==> config.mk <==
export PLATFORM = sky130hd
export DESIGN_NAME = mem_port_arbiter_flat
export DESIGN_NICKNAME = d
export VERILOG_FILES = /design/src/rtl/mem_port_arbiter_if.sv /design/src/rtl/mem_port_arbiter.sv /design/src/flat_wrapper.sv
export SDC_FILE = /design/constraint.sdc
export NUM_CORES = 1
export LEC_CHECK = 0
export CORE_MARGIN = 4
export CORE_UTILIZATION = 37
export DETAILED_ROUTE_END_ITERATION = 10
export HOLD_SLACK_MARGIN = 0.05
export PLACE_DENSITY = 0.83
export SLEW_MARGIN = 20
export SYNTH_ARGS = -nofsm -noshare
export SYNTH_HDL_FRONTEND = slang
export SYNTH_SLANG_ARGS = --single-unit
==> constraint.sdc <==
create_clock -name CLK -period 1.8 [get_ports CLK]
set_input_delay 0.36 -clock CLK [delete_from_list [all_inputs] [get_ports CLK]]
set_output_delay 0.36 -clock CLK [all_outputs]
set_load 0.02 [all_outputs]
==> src/rtl/mem_port_arbiter_if.sv <==
// mem_port_arbiter_if: bundles the CPU fetch port, the CPU data port and the
// single-port memory bus that mem_port_arbiter sits between.
//
// Handshake semantics (one place for all of them):
//   - if_req / (dm_rd_en | dm_wr_en) are held high by the CPU until the
//     matching one-cycle if_ack / dm_ack pulse. Address and data are held
//     with the request. In the ack cycle the request may drop or change.
//   - mem_req is held high with a stable command until mem_ready = 1.
//     mem_rdata is valid only in that cycle. mem_ready outside an
//     outstanding mem_req is ignored.
//   - if_rdata / dm_rdata are valid with their ack and hold until the next
//     ack of the same kind.
interface mem_port_arbiter_if;
  // CPU instruction-fetch port
  logic        if_req;
  logic [31:0] if_addr;
  logic [31:0] if_rdata;
  logic        if_ack;
  // CPU data load/store port
  logic        dm_rd_en;
  logic        dm_wr_en;
  logic [31:0] dm_addr;
  logic [31:0] dm_wdata;
  logic [2:0]  dm_type;
  logic [31:0] dm_rdata;
  logic        dm_ack;
  // memory side
  logic        mem_req;
  logic        mem_we;
  logic [31:0] mem_addr;
  logic [31:0] mem_wdata;
  logic [2:0]  mem_type;
  logic [31:0] mem_rdata;
  logic        mem_ready;
  // status
  logic        cpu_stall;
  logic        err_timeout;

  // Arbiter view
  modport slave (
    input  if_req, if_addr,
    input  dm_rd_en, dm_wr_en, dm_addr, dm_wdata, dm_type,
    input  mem_rdata, mem_ready,
    output if_rdata, if_ack, dm_rdata, dm_ack,
    output mem_req, mem_we, mem_addr, mem_wdata, mem_type,
    output cpu_stall, err_timeout
  );

  // Environment view (CPU plus memory)
  modport master (
    output if_req, if_addr,
    output dm_rd_en, dm_wr_en, dm_addr, dm_wdata, dm_type,
    output mem_rdata, mem_ready,
    input  if_rdata, if_ack, dm_rdata, dm_ack,
    input  mem_req, mem_we, mem_addr, mem_wdata, mem_type,
    input  cpu_stall, err_timeout
  );
endinterface

==> src/rtl/mem_port_arbiter.sv <==
// mem_port_arbiter: shares one single-port, variable-latency memory between
// the CPU fetch port and the CPU data port. IDLE picks a winner and registers
// the command, BUSY holds mem_req until mem_ready, RESP pulses the owner's
// ack for one cycle. Data wins by default; fetch is forced after FAIR_LIMIT
// consecutive data grants made while a fetch was waiting.
//
// Optional build macro ARB_TIMEOUT_EN: when defined, a BUSY access that sees
// no mem_ready for TIMEOUT cycles is aborted, acked with zero read data, and
// the sticky err_timeout flag is set. When undefined BUSY waits forever and
// err_timeout stays 0.
module mem_port_arbiter #(
  parameter int unsigned FAIR_LIMIT = 4,   // 1..15
  parameter int unsigned TIMEOUT    = 64   // 2..255, only with ARB_TIMEOUT_EN
) (
  input  logic                CLK,
  input  logic                Reset,
  mem_port_arbiter_if.slave   bus,
  output logic [1:0]          dbg_state_o,
  output logic [3:0]          dbg_starve_o
);

  typedef enum logic [1:0] {
    IDLE = 2'd0,
    BUSY = 2'd1,
    RESP = 2'd2
  } state_t;

  localparam logic [3:0] FairLim = 4'(FAIR_LIMIT);
  localparam logic [2:0] FetchType = 3'b010;

  state_t      state_q;
  logic        owner_dm_q;     // 1 = data port owns the access, 0 = fetch
  logic        mem_req_q;
  logic        mem_we_q;
  logic [31:0] mem_addr_q;
  logic [31:0] mem_wdata_q;
  logic [2:0]  mem_type_q;
  logic [31:0] if_rdata_q;
  logic [31:0] dm_rdata_q;
  logic        if_ack_q;
  logic        dm_ack_q;
  logic [3:0]  starve_q;
  logic        err_q;

  logic        dm_any;
  logic        grant_if_d;
  logic [3:0]  starve_d;
  logic        tmo_hit;

  assign dm_any = bus.dm_rd_en | bus.dm_wr_en;

  // Winner selection and starvation bookkeeping for the next IDLE grant
  always_comb begin
    grant_if_d = bus.if_req & (~dm_any | (starve_q == FairLim));
    starve_d   = starve_q;
    if (grant_if_d) begin
      starve_d = 4'd0;
    end else if (bus.if_req && (starve_q != FairLim)) begin
      starve_d = starve_q + 4'd1;
    end
  end

`ifdef ARB_TIMEOUT_EN
  localparam logic [7:0] TmoLast = 8'(TIMEOUT - 1);

  logic [7:0] tmo_q;

  // Count BUSY cycles without mem_ready; cleared whenever BUSY is left
  always_ff @(posedge CLK) begin
    if (Reset) begin
      tmo_q <= 8'd0;
    end else if ((state_q == BUSY) && !bus.mem_ready && !tmo_hit) begin
      tmo_q <= tmo_q + 8'd1;
    end else begin
      tmo_q <= 8'd0;
    end
  end

  assign tmo_hit = (state_q == BUSY) & ~bus.mem_ready & (tmo_q == TmoLast);
`else
  logic unused_timeout;
  assign unused_timeout = ^TIMEOUT;
  assign tmo_hit        = 1'b0;
`endif

  // Main sequencer with registered memory command, read data and acks
  always_ff @(posedge CLK) begin
    if (Reset) begin
      state_q     <= IDLE;
      owner_dm_q  <= 1'b0;
      mem_req_q   <= 1'b0;
      mem_we_q    <= 1'b0;
      mem_addr_q  <= 32'd0;
      mem_wdata_q <= 32'd0;
      mem_type_q  <= 3'd0;
      if_rdata_q  <= 32'd0;
      dm_rdata_q  <= 32'd0;
      if_ack_q    <= 1'b0;
      dm_ack_q    <= 1'b0;
      starve_q    <= 4'd0;
      err_q       <= 1'b0;
    end else begin
      if_ack_q <= 1'b0;
      dm_ack_q <= 1'b0;
      case (state_q)
        IDLE: begin
          if (bus.if_req || dm_any) begin
            state_q    <= BUSY;
            mem_req_q  <= 1'b1;
            starve_q   <= starve_d;
            owner_dm_q <= ~grant_if_d;
            if (grant_if_d) begin
              mem_we_q    <= 1'b0;
              mem_addr_q  <= bus.if_addr;
              mem_wdata_q <= 32'd0;
              mem_type_q  <= FetchType;
            end else begin
              // A simultaneous load+store is a store
              mem_we_q    <= bus.dm_wr_en;
              mem_addr_q  <= bus.dm_addr;
              mem_wdata_q <= bus.dm_wdata;
              mem_type_q  <= bus.dm_type;
            end
          end
        end
        BUSY: begin
          if (bus.mem_ready) begin
            state_q   <= RESP;
            mem_req_q <= 1'b0;
            if (owner_dm_q) begin
              dm_ack_q <= 1'b1;
              if (!mem_we_q) begin
                dm_rdata_q <= bus.mem_rdata;
              end
            end else begin
              if_ack_q   <= 1'b1;
              if_rdata_q <= bus.mem_rdata;
            end
          end else if (tmo_hit) begin
            // Abandon the access and complete it with zero data
            state_q   <= RESP;
            mem_req_q <= 1'b0;
            err_q     <= 1'b1;
            if (owner_dm_q) begin
              dm_ack_q <= 1'b1;
              if (!mem_we_q) begin
                dm_rdata_q <= 32'd0;
              end
            end else begin
              if_ack_q   <= 1'b1;
              if_rdata_q <= 32'd0;
            end
          end
        end
        RESP: begin
          state_q <= IDLE;
        end
        default: begin
          state_q <= IDLE;
        end
      endcase
    end
  end

  assign bus.mem_req     = mem_req_q;
  assign bus.mem_we      = mem_we_q;
  assign bus.mem_addr    = mem_addr_q;
  assign bus.mem_wdata   = mem_wdata_q;
  assign bus.mem_type    = mem_type_q;
  assign bus.if_rdata    = if_rdata_q;
  assign bus.if_ack      = if_ack_q;
  assign bus.dm_rdata    = dm_rdata_q;
  assign bus.dm_ack      = dm_ack_q;
  assign bus.err_timeout = err_q;

  // Stall while either port has a request that is not being acked this cycle
  assign bus.cpu_stall = (bus.if_req & ~if_ack_q) | (dm_any & ~dm_ack_q);

  assign dbg_state_o  = state_q;
  assign dbg_starve_o = starve_q;

endmodule

==> src/flat_wrapper.sv <==
// flat-port wrapper written by rule: the top's interface ports become plain ports
module mem_port_arbiter_flat 
#(
  parameter int unsigned FAIR_LIMIT = 4,           
  parameter int unsigned TIMEOUT    = 64                                      
)
  (CLK, Reset, dbg_state_o, dbg_starve_o, bus_if_req, bus_if_addr, bus_dm_rd_en, bus_dm_wr_en, bus_dm_addr, bus_dm_wdata, bus_dm_type, bus_mem_rdata, bus_mem_ready, bus_if_rdata, bus_if_ack, bus_dm_rdata, bus_dm_ack, bus_mem_req, bus_mem_we, bus_mem_addr, bus_mem_wdata, bus_mem_type, bus_cpu_stall, bus_err_timeout);
  mem_port_arbiter_if bus_i ();
  input  logic CLK;
  input  logic Reset;
  output logic [1:0] dbg_state_o;
  output logic [3:0] dbg_starve_o;
  input wire logic [$bits(bus_i.if_req)-1:0] bus_if_req;
  input wire logic [$bits(bus_i.if_addr)-1:0] bus_if_addr;
  input wire logic [$bits(bus_i.dm_rd_en)-1:0] bus_dm_rd_en;
  input wire logic [$bits(bus_i.dm_wr_en)-1:0] bus_dm_wr_en;
  input wire logic [$bits(bus_i.dm_addr)-1:0] bus_dm_addr;
  input wire logic [$bits(bus_i.dm_wdata)-1:0] bus_dm_wdata;
  input wire logic [$bits(bus_i.dm_type)-1:0] bus_dm_type;
  input wire logic [$bits(bus_i.mem_rdata)-1:0] bus_mem_rdata;
  input wire logic [$bits(bus_i.mem_ready)-1:0] bus_mem_ready;
  output wire logic [$bits(bus_i.if_rdata)-1:0] bus_if_rdata;
  output wire logic [$bits(bus_i.if_ack)-1:0] bus_if_ack;
  output wire logic [$bits(bus_i.dm_rdata)-1:0] bus_dm_rdata;
  output wire logic [$bits(bus_i.dm_ack)-1:0] bus_dm_ack;
  output wire logic [$bits(bus_i.mem_req)-1:0] bus_mem_req;
  output wire logic [$bits(bus_i.mem_we)-1:0] bus_mem_we;
  output wire logic [$bits(bus_i.mem_addr)-1:0] bus_mem_addr;
  output wire logic [$bits(bus_i.mem_wdata)-1:0] bus_mem_wdata;
  output wire logic [$bits(bus_i.mem_type)-1:0] bus_mem_type;
  output wire logic [$bits(bus_i.cpu_stall)-1:0] bus_cpu_stall;
  output wire logic [$bits(bus_i.err_timeout)-1:0] bus_err_timeout;
  assign bus_i.if_req = bus_if_req;
  assign bus_i.if_addr = bus_if_addr;
  assign bus_i.dm_rd_en = bus_dm_rd_en;
  assign bus_i.dm_wr_en = bus_dm_wr_en;
  assign bus_i.dm_addr = bus_dm_addr;
  assign bus_i.dm_wdata = bus_dm_wdata;
  assign bus_i.dm_type = bus_dm_type;
  assign bus_i.mem_rdata = bus_mem_rdata;
  assign bus_i.mem_ready = bus_mem_ready;
  assign bus_if_rdata = bus_i.if_rdata;
  assign bus_if_ack = bus_i.if_ack;
  assign bus_dm_rdata = bus_i.dm_rdata;
  assign bus_dm_ack = bus_i.dm_ack;
  assign bus_mem_req = bus_i.mem_req;
  assign bus_mem_we = bus_i.mem_we;
  assign bus_mem_addr = bus_i.mem_addr;
  assign bus_mem_wdata = bus_i.mem_wdata;
  assign bus_mem_type = bus_i.mem_type;
  assign bus_cpu_stall = bus_i.cpu_stall;
  assign bus_err_timeout = bus_i.err_timeout;
  mem_port_arbiter #(.FAIR_LIMIT(FAIR_LIMIT), .TIMEOUT(TIMEOUT)) u_core (.CLK(CLK), .Reset(Reset), .bus(bus_i), .dbg_state_o(dbg_state_o), .dbg_starve_o(dbg_starve_o));
endmodule
# Yosys cells after proc, flatten, opt, wreduce, memory -nomap -nowiden

Cells that the tools add are included.

Add/subtract/negate cells: 1
Reductions and logical operators: 12
Equality and inequality tests: 5
Bitwise gates (word level): 14
Muxes and demuxes: 14

Operators by type and width:

| cell                                                  | number |
|---|---|
| 2-to-1 mux 32 bit                                     | 2 |
| AND reduction 3 bit                                   | 3 |
| 2-to-1 mux 4 bit                                      | 2 |
| NOT 1 bit                                             | 8 |
| 2-to-1 mux 1 bit                                      | 5 |
| adder 4 x 1 -> 4 bit, second input constant           | 1 |
| == test 4 x 3 -> 1 bit, second input constant         | 1 |
| 2-to-1 mux 2 bit                                      | 2 |
| inequality test 4 x 3 -> 1 bit, second input constant | 1 |
| one-hot mux 2 bit (2 select lines)                    | 1 |
| AND reduction 2 bit                                   | 2 |
| AND reduction 4 bit                                   | 1 |
| nonzero test 2 bit                                    | 2 |
| bitwise AND 1 bit                                     | 3 |
| 2-to-1 mux 3 bit                                      | 1 |
| OR 1 bit                                              | 3 |
| OR reduction 3 bit                                    | 1 |
| == test 2 x 1 -> 1 bit, second input constant         | 1 |
| logical NOT 2 bit                                     | 1 |
| inequality test 2 x 1 -> 1 bit, second input constant | 1 |
| inequality test 2 bit, second input constant          | 1 |
| one-hot mux 1 bit (2 select lines)                    | 1 |
| logical AND 1 bit                                     | 1 |
| logical OR 1 bit                                      | 1 |

Bits in registers: 142
Word-level logic and storage cells: 58
Bits of input ports: 137

# Depth between registers and ports, before layout

Word-level depth: 6
Gate-level depth with buffers: 7
Mapped depth without buffers: 5

# Worst setup path before layout

No wires, ideal clock.

Path kind: reg2reg
Start: register u_core.starve_q[0], in the netlist u_core.dbg_starve_o[0]
End: register u_core.starve_q[2], in the netlist u_core.dbg_starve_o[2]
Slack: -0.070 ns
Data required time: 1.726 ns
Library setup time: 0.074 ns
Arrival: 1.795 ns
Stages on the path, launching flop included: 7
Path through: dfxtp_1 > inv_1 > ha_1 > and3b_1 > buf_2 > or4b_2 > a31oi_1

Longest elaborated chain between the ends: 5
Elaborated cells on any way between the ends: 10
Classes of those cells: 1 x add/sub; 2 x eq/ne; 2 x mux; 2 x bitwise; 3 x reduce/logical

Ends and longest elaborated chain:

| item                          | line                    | text |
|---|---|---|
| from (decl)                   | mem_port_arbiter.sv:42  | `logic [3:0] starve_q;` |
| from (signal assigned)        | mem_port_arbiter.sv:110 | `starve_q <= starve_d;` |
| == test 4 x 3 -> 1 bit        | mem_port_arbiter.sv:54  | `grant_if_d = bus.if_req & (~dm_any \| (starve_q == FairLim));` |
| OR 1 bit                      | mem_port_arbiter.sv:54  |  |
| bitwise AND 1 bit             | mem_port_arbiter.sv:54  |  |
| nonzero test 2 bit (no line)  | -                       |  |
| AND reduction 3 bit (no line) | -                       |  |

Several ways; a longest one is shown, not always the timed one. The select of a mux whose other input is x is not followed.
A chain may end at the register's enable or synchronous reset.

# Worst setup path in the final report

Start: input port bus_dm_wr_en
End: output port bus_cpu_stall

Longest elaborated chain between the ends: 3

Ends and longest elaborated chain:

| item              | line                    | text |
|---|---|---|
| from (decl)       | flat_wrapper.sv:16      | `input wire logic [$bits(bus_i.dm_wr_en)-1:0] bus_dm_wr_en;` |
| OR 1 bit          | mem_port_arbiter.sv:50  | `assign dm_any = bus.dm_rd_en \| bus.dm_wr_en;` |
| bitwise AND 1 bit | mem_port_arbiter.sv:177 | `assign bus.cpu_stall = (bus.if_req & ~if_ack_q) \| (dm_any & ~dm_ack_q);` |
| OR 1 bit          | mem_port_arbiter.sv:177 |  |
| to (decl)         | flat_wrapper.sv:31      | `output wire logic [$bits(bus_i.cpu_stall)-1:0] bus_cpu_stall;` |

Every way passes these cells.

==> metrics <==
vias in the first global route=6,409; vias after detailed routing=6,519; LEAKAGE=~3.5 nW; Congestion Overflow GR=0; Primary FF master, synth=dfxtp_1; area grow syn2layout=65.4%; Slew Viols, Final=0; Critical Path Sink Type=primary output; post-synthesis compound-gate area fraction=between 20% and 30%; Async SR Flop Fraction=0%; EDFF count, synth=0; Root Buffer=clkbuf_16; final WL=21,700 um; critical path's largest stage delay=0.47 ns; Mapped Cells=708; die area=between 0.015 and 0.02 mm2; violation count after the first detailed-routing iteration=between 300 and 400; NumNets Final=about 1,100; Worst EP arrival=approximately 1.4 ns; R2R Path End=u_core.dbg_starve_o[2]; register area=between 0.002 and 0.003 mm2; critical path fanouts, max=6; TritonCTS clock tree=yes; CP Cell Sequence=clkdlybuf4s50_1 -> nor2_4 -> o22ai_1 -> buf_2; HP Class=input pin to flip-flop; worst-case hold path end point=u_core.bus.if_ack; Avg WL per Cell=between 15 and 20 um; fmax=between 500 and 600 MHz; Hold Path Stages=2; Post-Route Skew=between 0.009 and 0.01 ns; H-tree levels=4; post-synthesis simple-gate area fraction=between 10% and 20%; final setup vio count=0; Num CTS Buffers=17; Avg Synthesized Cell Area=about 8.2 um2; die width=around 130 um; hold buffers post-CTS=0; Comb pwr share=21.0%; most common cell in the netlist=dfxtp_1; Peak supply drop=0.000608 V; CP Class=input pin to primary output; YS warnings=0; pin count of the biggest net entering global routing=70; Final period util=97.9%; ANT cells=0; multiplexer area fraction after synthesis=0%; register area share after synthesis=between 40% and 50%; Critical Path RT=1.44 ns; clk sinks=between 100 and 150; share of post-route cells with drive strength above 1=roughly 8.6%; xor and xnor area share after synthesis=0%; CP Launch Type=input pin; port bufs=between 200 and 300; area leader, netlist=dfxtp_1; Post-Synth Adder-Cell Area=less than 1%; Detail Route Antenna Nets=0; Via density=~5.5; Flop pwr share=between 30% and 40%; status=complete, no violations; top cells by area, synth=dfxtp_1 49%, a21oi_1 12%, nand3_1 5.8%, o21ai_0 5.8%, a311oi_1 4.8%; clock group share of total power=slightly below 40%; path depth of the worst reg2reg path=5; Bufs on Longest Clock Path=2; drt pass-1 iters=5; Net Sw Frac=between 20% and 30%; pwr dens=between 900 and 1000 mW/mm2; Int Pwr=6.40 mW; Rows=45; Synth top area share=between 40% and 50%; final hold slack=0.338 ns; Fin. Hold Viols=0; unrepaired setup endpoints after global routing=no; # IOs=between 200 and 300; main combinational cell family by area after synthesis=compound AO/OA/AOI/OAI gates; worst r2r src=u_core.dbg_starve_o[0]; Final Util=between 60 and 70%; clock latency on the worst-skew pair=around 0.41 ns; P_sw=about 2.4 mW; Yosys reg bits=142; first-pass GRT wire length=roughly 34,000 um; Multi-input gate area=about 0.0027 mm2; Final Wtd Congestion=between 0.8 and 0.9; Die Y=~130 um; HPWL after DPL=about 15,000 um; Worst Hold Launch=Reset; filler cell count=approximately 1,300; register clock-pin slew on the reported worst setup and hold paths=~0.060 ns; Netlist cell types=36; Final min period=about 1.8 ns; Synth top cells by count=142 x dfxtp_1, 136 x a21oi_1, 71 x clkbuf_1, 70 x nand2_1; register-to-register setup slack=0.05 ns; DRC viols=0; Mapped Nets=roughly 850; maximum capacitance violations=0; Starting Density=between 30% and 40%; Post-Syn Area=slightly below 0.006 mm2; GR Util All Layers=about 23%; crit path max-delay cell type=clkdlybuf4s50_1; initial antenna violation count=0; core area=approximately 0.015 mm2
## worst max-delay path, delay by kind of cell
kind,cells,cell delay (ns)
buffers and inverters,2,0.65
and+or+nand+nor,1,0.26
AOI/OAI and AO/OA,1,0.12
## layer usage
metal	track usage, %	part of all wire [%]	vias up
met2	39.7	50	292
met4	9.49	3.2	0
li1	-	-	3096
met3	5.25	6.9	48
met1	28.1	40	3083
met5	0	0	-
## flip-flops by register name, summed over array words and instances, names as in the netlist, 2 cells and up
register / count
u_core.dbg_starve_o: 4
u_core.bus.mem_addr: 32
u_core.bus.if_rdata: 32
u_core.bus.mem_type: 3
u_core.dbg_state_o: 2
u_core.bus.dm_rdata: 32
u_core.bus.mem_wdata: 32
## power groups by stage
stage | clock network [mW] | registers (mW) | logic [mW]
floorplan | 0 | 3.78 | 0.594
global placement | 0 | 3.54 | 1.82
detailed placement | 0 | 3.54 | 1.84
CTS | 3.51 | 3.48 | 1.85
global route | 3.64 | 3.51 | 1.97
finish | 3.46 | 3.48 | 1.85
## final cells by class
| cell class | count | share of cell area, % |
|---|---|---|
| clock inverters | 9 | 1.14 |
| repair buffers | 316 | 33.7 |
| multi-input cells | 474 | 27.7 |
| well taps | 211 | 2.74 |
| flip-flops and latches | 142 | 29.6 |
| clock buffers | 23 | 4.96 |
| inverters | 4 | 0.156 |
## how the worst max path moves through the flow
| stage | start | end | slack, ns | depth (start not counted) |
|---|---|---|---|---|
| after floorplan | u_core.dbg_starve_o[0] | u_core.dbg_starve_o[2] | 0.04 | 6 |
| after global placement | bus_dm_wr_en | bus_cpu_stall | -0.47 | 4 |
| after detailed placement | bus_dm_wr_en | bus_cpu_stall | -0.50 | 4 |
| after CTS | u_core.bus.mem_wdata[3] | bus_mem_wdata[3] | 0.01 | 1 |
| after global routing | u_core.bus.mem_addr[10] | bus_mem_addr[10] | 0.002 | 1 |
| final | bus_dm_wr_en | bus_cpu_stall | 0.04 | 4 |
## layout by cell type (no fill, tap or decap), types with 9 or more instances in the layout
cell	netlist	layout
dfxtp_1	142	140
o211ai_1	32	32
clkdlybuf4s50_1	0	261
buf_12	0	14
o21ai_0	68	68
nand2_1	70	70
clkbuf_16	0	17
a311oi_1	32	32
nand4_1	34	34
nand3_1	68	68
buf_4	1	23
a21oi_1	136	136
dlygate4sd2_1	0	9
## cell families (layout without fill, tap and decap cells)
family,Yosys count,count (layout)
buffers and inverters,92,352
AO/OA/AOI/OAI,272,272
adder cells (fa/ha/maj),2,2
flip-flops,142,142
AND/OR/NAND/NOR,199,199
other,1,1
## per-stage QoR
| step | cell area, um2 | instances | setup TNS, ns | total power [mW] | worst slack [ns] |
|---|---|---|---|---|---|
| after floorplan | 5830 | 708 | 0 | 4.37 | 0.0401 |
| after global placement | 9000 | 1144 | -19.30 | 5.35 | -0.470 |
| after detailed placement | 9000 | 1144 | -20.61 | 5.39 | -0.503 |
| after CTS | 9580 | 1176 | 0 | 8.84 | 0.0127 |
| after global routing | 9630 | 1179 | 0 | 9.12 | 0.00184 |
| final | 9630 | 1179 | 0 | 8.78 | 0.0385 |
## timing repair
item	CTS	global route
pin swaps	1	1
setup endpoints to repair	19	14
setup buffers	0	3
gates resized for setup	15	11
Note: power is estimated with default switching activity, not from simulation.
